## src/rtl/mac_dot_accum.sv

```systemverilog
// Streaming signed dot-product engine.
// Takes LEN (a,b) beats over a valid/ready input and sums the signed products.
// It then presents one saturated or truncated result on a valid/ready output
// and clears itself for the next vector.
module mac_dot_accum #(
  parameter int DATA_W   = 16,
  parameter int LEN_W    = 8,
  parameter int ACC_W    = 40,
  parameter int OUT_W    = 32,
  parameter bit SATURATE = 1'b1
) (
  input  logic                     clk,
  input  logic                     rst,
  input  logic [LEN_W-1:0]         len,
  input  logic                     in_valid,
  output logic                     in_ready,
  input  logic signed [DATA_W-1:0] a_in,
  input  logic signed [DATA_W-1:0] b_in,
  output logic                     out_valid,
  input  logic                     out_ready,
  output logic signed [OUT_W-1:0]  result,
  output logic                     sat,
  output logic                     busy
);

  // The accumulator must hold a full-length sum of worst-case products without wrapping
  if (ACC_W < 2*DATA_W + LEN_W) begin : g_acc_w_check
    $error("mac_dot_accum: ACC_W must be >= 2*DATA_W+LEN_W");
  end
  if (OUT_W > ACC_W) begin : g_out_w_check
    $error("mac_dot_accum: OUT_W must be <= ACC_W");
  end

  typedef enum logic [1:0] {IDLE, ACCUM, DRAIN, OUT} state_t;

  // Signed output range expressed at accumulator width for clamping
  localparam logic signed [ACC_W-1:0] MAX_OUT = {{(ACC_W-OUT_W+1){1'b0}}, {(OUT_W-1){1'b1}}};
  localparam logic signed [ACC_W-1:0] MIN_OUT = ~MAX_OUT;

  state_t                     state, next_state;
  logic                       can_accept, accept, len_short;
  logic [LEN_W-1:0]           len_q, count, next_count;
  logic [1:0]                 drain_cnt;
  logic                       s1_valid, s2_valid;
  logic signed [DATA_W-1:0]   s1_a, s1_b;
  logic signed [2*DATA_W-1:0] a_ext, b_ext, prod_full, s2_prod;
  logic signed [ACC_W-1:0]    acc, prod_ext;
  logic signed [OUT_W-1:0]    sat_result, result_q;
  logic                       sat_flag, sat_q;

  assign next_count = count + 1'b1;
  assign len_short  = (len == '0) || (len == LEN_W'(1));
  assign accept     = in_valid & in_ready;

  // The multiply is done at double width so the most-negative corner product stays exact
  assign a_ext     = {{DATA_W{s1_a[DATA_W-1]}}, s1_a};
  assign b_ext     = {{DATA_W{s1_b[DATA_W-1]}}, s1_b};
  assign prod_full = a_ext * b_ext;
  assign prod_ext  = {{(ACC_W-2*DATA_W){s2_prod[2*DATA_W-1]}}, s2_prod};

  // All outputs are forced to their idle values while reset is high
  assign in_ready  = can_accept & ~rst;
  assign out_valid = (state == OUT) & ~rst;
  assign busy      = (state != IDLE) & ~rst;
  assign result    = rst ? '0 : result_q;
  assign sat       = sat_q & ~rst;

  // State register
  always_ff @(posedge clk) begin
    if (rst) state <= IDLE;
    else     state <= next_state;
  end

  // Next-state logic; the drain stays three cycles so the final product has reached the accumulator and the result register
  always_comb begin
    next_state = state;
    can_accept = 1'b0;
    case (state)
      IDLE: begin
        can_accept = 1'b1;
        if (in_valid) next_state = len_short ? DRAIN : ACCUM;
      end
      ACCUM: begin
        can_accept = 1'b1;
        if (in_valid && next_count == len_q) next_state = DRAIN;
      end
      DRAIN: begin
        if (drain_cnt == 2'd2) next_state = OUT;
      end
      OUT: begin
        if (out_ready) next_state = IDLE;
      end
      default: next_state = IDLE;
    endcase
  end

  // Vector length capture and beat counting; len is only sampled on the first beat
  always_ff @(posedge clk) begin
    if (rst) begin
      len_q     <= '0;
      count     <= '0;
      drain_cnt <= '0;
    end else begin
      if (accept) begin
        if (state == IDLE) begin
          len_q <= (len == '0) ? LEN_W'(1) : len;
          count <= LEN_W'(1);
        end else begin
          count <= next_count;
        end
      end
      if (state == DRAIN) drain_cnt <= drain_cnt + 2'd1;
      else                drain_cnt <= '0;
    end
  end

  // Operand, product and accumulate pipeline; bubbles carry no valid and add nothing
  always_ff @(posedge clk) begin
    if (rst) begin
      s1_valid <= 1'b0;
      s2_valid <= 1'b0;
      s1_a     <= '0;
      s1_b     <= '0;
      s2_prod  <= '0;
      acc      <= '0;
    end else begin
      s1_valid <= accept;
      if (accept) begin
        s1_a <= a_in;
        s1_b <= b_in;
      end
      s2_valid <= s1_valid;
      if (s1_valid) s2_prod <= prod_full;
      if (state == OUT && out_ready) acc <= '0;
      else if (s2_valid)             acc <= acc + prod_ext;
    end
  end

  // Clamp or truncate the accumulator to the output width
  always_comb begin
    sat_result = acc[OUT_W-1:0];
    sat_flag   = 1'b0;
    if (SATURATE) begin
      if (acc > MAX_OUT) begin
        sat_result = MAX_OUT[OUT_W-1:0];
        sat_flag   = 1'b1;
      end else if (acc < MIN_OUT) begin
        sat_result = MIN_OUT[OUT_W-1:0];
        sat_flag   = 1'b1;
      end
    end
  end

  // Result register, loaded as the drain ends and cleared when the result is handed off
  always_ff @(posedge clk) begin
    if (rst) begin
      result_q <= '0;
      sat_q    <= 1'b0;
    end else if (state == DRAIN && drain_cnt == 2'd2) begin
      result_q <= sat_result;
      sat_q    <= sat_flag;
    end else if (state == OUT && out_ready) begin
      result_q <= '0;
      sat_q    <= 1'b0;
    end
  end

endmodule

```

## config.mk

```make
export PLATFORM = sky130hd
export DESIGN_NAME = mac_dot_accum
export DESIGN_NICKNAME = d
export VERILOG_FILES = /design/src/rtl/mac_dot_accum.sv
export SDC_FILE = /design/constraint.sdc
export NUM_CORES = 1
export LEC_CHECK = 0
export CORE_ASPECT_RATIO = 0.5
export CORE_MARGIN = 1
export CORE_UTILIZATION = 49
export DETAILED_ROUTE_END_ITERATION = 6
export PLACE_DENSITY_LB_ADDON = 0.25
export SLEW_MARGIN = 20
export SYNTH_ARGS = -nofsm -noshare
export SYNTH_HDL_FRONTEND = slang
export SYNTH_SLANG_ARGS = --single-unit
```

## constraint.sdc

```tcl
create_clock -name clk -period 6.7 [get_ports clk]
set_clock_uncertainty 0.1 [all_clocks]
set_input_delay 1.34 -clock clk [delete_from_list [all_inputs] [get_ports clk]]
set_output_delay 1.34 -clock clk [all_outputs]
set_load 0.02 [all_outputs]
```

==> flow_metrics.py <==
metrics = {
    "global_route": {
        "grt_max_degree": 52,
        "grt_pass1_vias": 14200,
        "antenna_found_initial": 0,
        "overflow": 0,
        "grtUsageTotal": 0.248,
        "grt_pass1_wl_um": 75200,
    },
    "synth": {
        "synth_warnings": 0,
        "synth_compound_area_frac": 0.117,
        "synth_xor_area_frac": 0.0356,
        "synthCells": 2150,
        "synth_top_family_by_area": "adder cells",
        "synth_nets": 2584,
        "synth_simple_gate_area_frac": 0.177,
        "ys_seq_area_frac": 0.175,
        "synth_adder_area_share": 0.376,
        "avgSynthCellArea_sq_um": 8.48,
        "synth_seq_cells": 159,
        "synth_ff_type": "dfxtp_1",
        "post_synth_num_cell_types": 66,
        "synth-async-reset-ratio": 0,
        "synth_edf_count": 0,
        "syn_area_sq_um": 18200,
        "yosys-mux-area-fraction": 0.0220,
    },
    "die": {
        "rows": 49,
        "dieArea_sq_um": 38000,
        "io_pins": 80,
        "die_x_um": 275,
        "die_y_um": 138,
        "initial_core_util": 0.502,
        "coreArea_sq_um": 36300,
    },
    "placement": {
        "place_congestion": 0.943,
        "hpwl_um": 35400,
        "port_buffers": 79,
        "pre_cts_ws_ns": 0.181,
        "placed_cells": 2664,
    },
    "critical_path": {
        "crit_path_frequent_cell": "inv_1",
        "crit_type": "reg -> reg",
        "startpoint_type": "register",
        "cpPeakStageDelay_ns": 0.65,
        "path_buf_inv": 7,
        "slowest_stage": "dfxtp_1",
        "end_kind": "register",
        "cp.arrival_ns": 6.66,
        "critical_path.cell_chain": "buf_4 > and2_1 > fa_1 > inv_1 > fa_1 > inv_1 > ha_1 > inv_1 > fa_1 > inv_1 > fa_1 > inv_1 > fa_1 > inv_1 > ha_1 > or4_1 > o21ai_1 > a31oi_2 > a21o_1 > a21o_1 > a311oi_1 > xor2_1 > o22ai_1",
        "path_max_fanout": 11,
        "critical_path.top_delay_family": "adder cells",
        "cp.required_ns": 6.92,
    },
    "route": {
        "drcViolationCount": 4,
        "wl_per_cell_um": 16.5,
        "ant_nets": 0,
        "post_drt_via_cell_ratio": 5.33,
        "via_count": 14400,
        "drt-total-wl_um": 44400,
        "drt_pre_antenna_iters": 7,
        "drt_iter0_drc": 971,
    },
    "power_and_ir_drop": {
        "total_power_mw": 5.33,
        "power_density_nw_per_um2": 263,
        "vdd_drop_max_mv": 0.236,
        "p_leak_nw": 9.61,
    },
    "clock_network": {
        "cts_sinks": 159,
        "cts-root-buf": "clkbuf_16",
        "holdBufCountCts": 0,
        "clockBufferDepth": 2,
        "cts-buffers-inserted": 17,
        "htreeDepth": 4,
        "clk_pin_slew_ns": 0.07,
        "clkLatencyLatePin_ns": 0.46,
        "cts_tree": "yes",
        "post-cts-setup-buffers": 0,
    },
    "worst_hold_path": {
        "hp-class": "reg -> reg",
    },
    "finish": {
        "final_cell_mix": "373 x inv_1, 263 x fa_1, 260 x nand2_1, 152 x dfxtp_1, 143 x nor2_1",
        "drive_above_1_share": 0.0506,
        "final_common_cell": "inv_1",
        "antennaDiodeCount": 0,
        "nNetsFinal": 2633,
        "fill_cells": 3324,
        "finalCoreUtilization": 0.559,
        "fin_cells": 2696,
        "area_growth_pct": 11.2,
    },
    "timing": {
        "max_freq_mhz": 155,
        "fin_crit_sh": 0.960,
        "setup_slack_ns": 0.268,
        "maxSlewViolCount": 0,
        "hold_viol": 0,
        "post-route-min-period_ns": 6.43,
        "finalSetupViolations": 0,
        "relSlewSlack": 0.535,
        "worstMarginPinSlew_ns": 0.698,
    },
    "outcome": {
        "status": "finished, violations left",
        "violations": "DRC",
    },
    "run": {
        "maxCapViolCount": 0,
    },
}
## cells in the mapped netlist, drive strengths merged, types with 39 or more instances
cell,n,area (sq um)
fa,263,5270
ha,127,1590
o21ai,53,265
dfxtp,159,3180
xnor2,50,438
mux2i,39,390
inv,374,1400
and2,123,772
nand3,54,270
nor2,143,537
nand2,260,976
a21oi,112,561
clkbuf,92,345
## cell type report
cell class                      count  area (sq um)  area share
Tap cell                          484           606      0.0299
Clock inverter                     14           150     0.00740
Multi-Input combinational cell   1515         13300       0.656
Clock buffer                       18           439      0.0217
Inverter                          374          1400      0.0692
Timing Repair Buffer              132          1190      0.0585
Sequential cell                   159          3190       0.157
## where the power goes
part	leakage (nW)	switching, mW	internal [mW]
Clock	0.290	0.472	0.536
Sequential	1.29	0.180	1.06
Combinational	8.02	1.85	1.23
## state kept, by name (all words and copies together), names as in the netlist, 2 cells and up
signal and count:
s1_b 16, result_q 32, drain_cnt 2, acc 40, count 8, s1_a 16
s2_prod 32, state 2, len_q 8
## routing by layer
layer / vias up / part of all wire / track usage
met5: - / 0 / 0
li1: 6969 / - / -
met2: 337 / 0.41 / 0.350
met1: 7033 / 0.51 / 0.389
met3: 32 / 0.062 / 0.0485
met4: 0 / 0.011 / 0.0485
## final timing paths
path                                start                  endpoint  slack [ns]  cells past startpoint
setup reg to reg     s1_a[3]$_SDFFE_PP0P_  s2_prod[24]$_SDFFE_PP0P_        0.27                     23
hold reg to reg   drain_cnt[0]$_SDFF_PP0_   drain_cnt[0]$_SDFF_PP0_        0.32                      1
hold / removal    drain_cnt[0]$_SDFF_PP0_   drain_cnt[0]$_SDFF_PP0_        0.32                      1
setup / recovery     s1_a[3]$_SDFFE_PP0P_  s2_prod[24]$_SDFFE_PP0P_        0.27                     23
## cells by family (layout without fill, tap and decap cells)
| group | Yosys count | after routing |
|---|---|---|
| multiplexers | 40 | 40 |
| XOR/XNOR | 74 | 74 |
| flip-flops | 159 | 159 |
| adder cells (fa/ha/maj) | 390 | 390 |
| AO/OA/AOI/OAI | 328 | 328 |
| AND/OR/NAND/NOR | 683 | 683 |
| buffers and inverters | 476 | 538 |
## repair_timing
action                                 CTS  global route
resized for setup                        0            12
setup endpoints to repair                0             5
endpoints found under the hold margin    0             0
## stage by stage
stage | instance area, sq um | TNS [ns] | hold WS [ns]
2_1_floorplan | 18200 | 0 | 0.291
3_3_place_gp | 19600 | 0 | 0.303
3_5_place_dp | 19600 | 0 | 0.312
4_1_cts | 20200 | 0 | 0.323
5_1_grt | 20300 | -0.000874 | 0.335
6_report | 20300 | 0 | 0.319
Power figures use the tool's default switching activity.
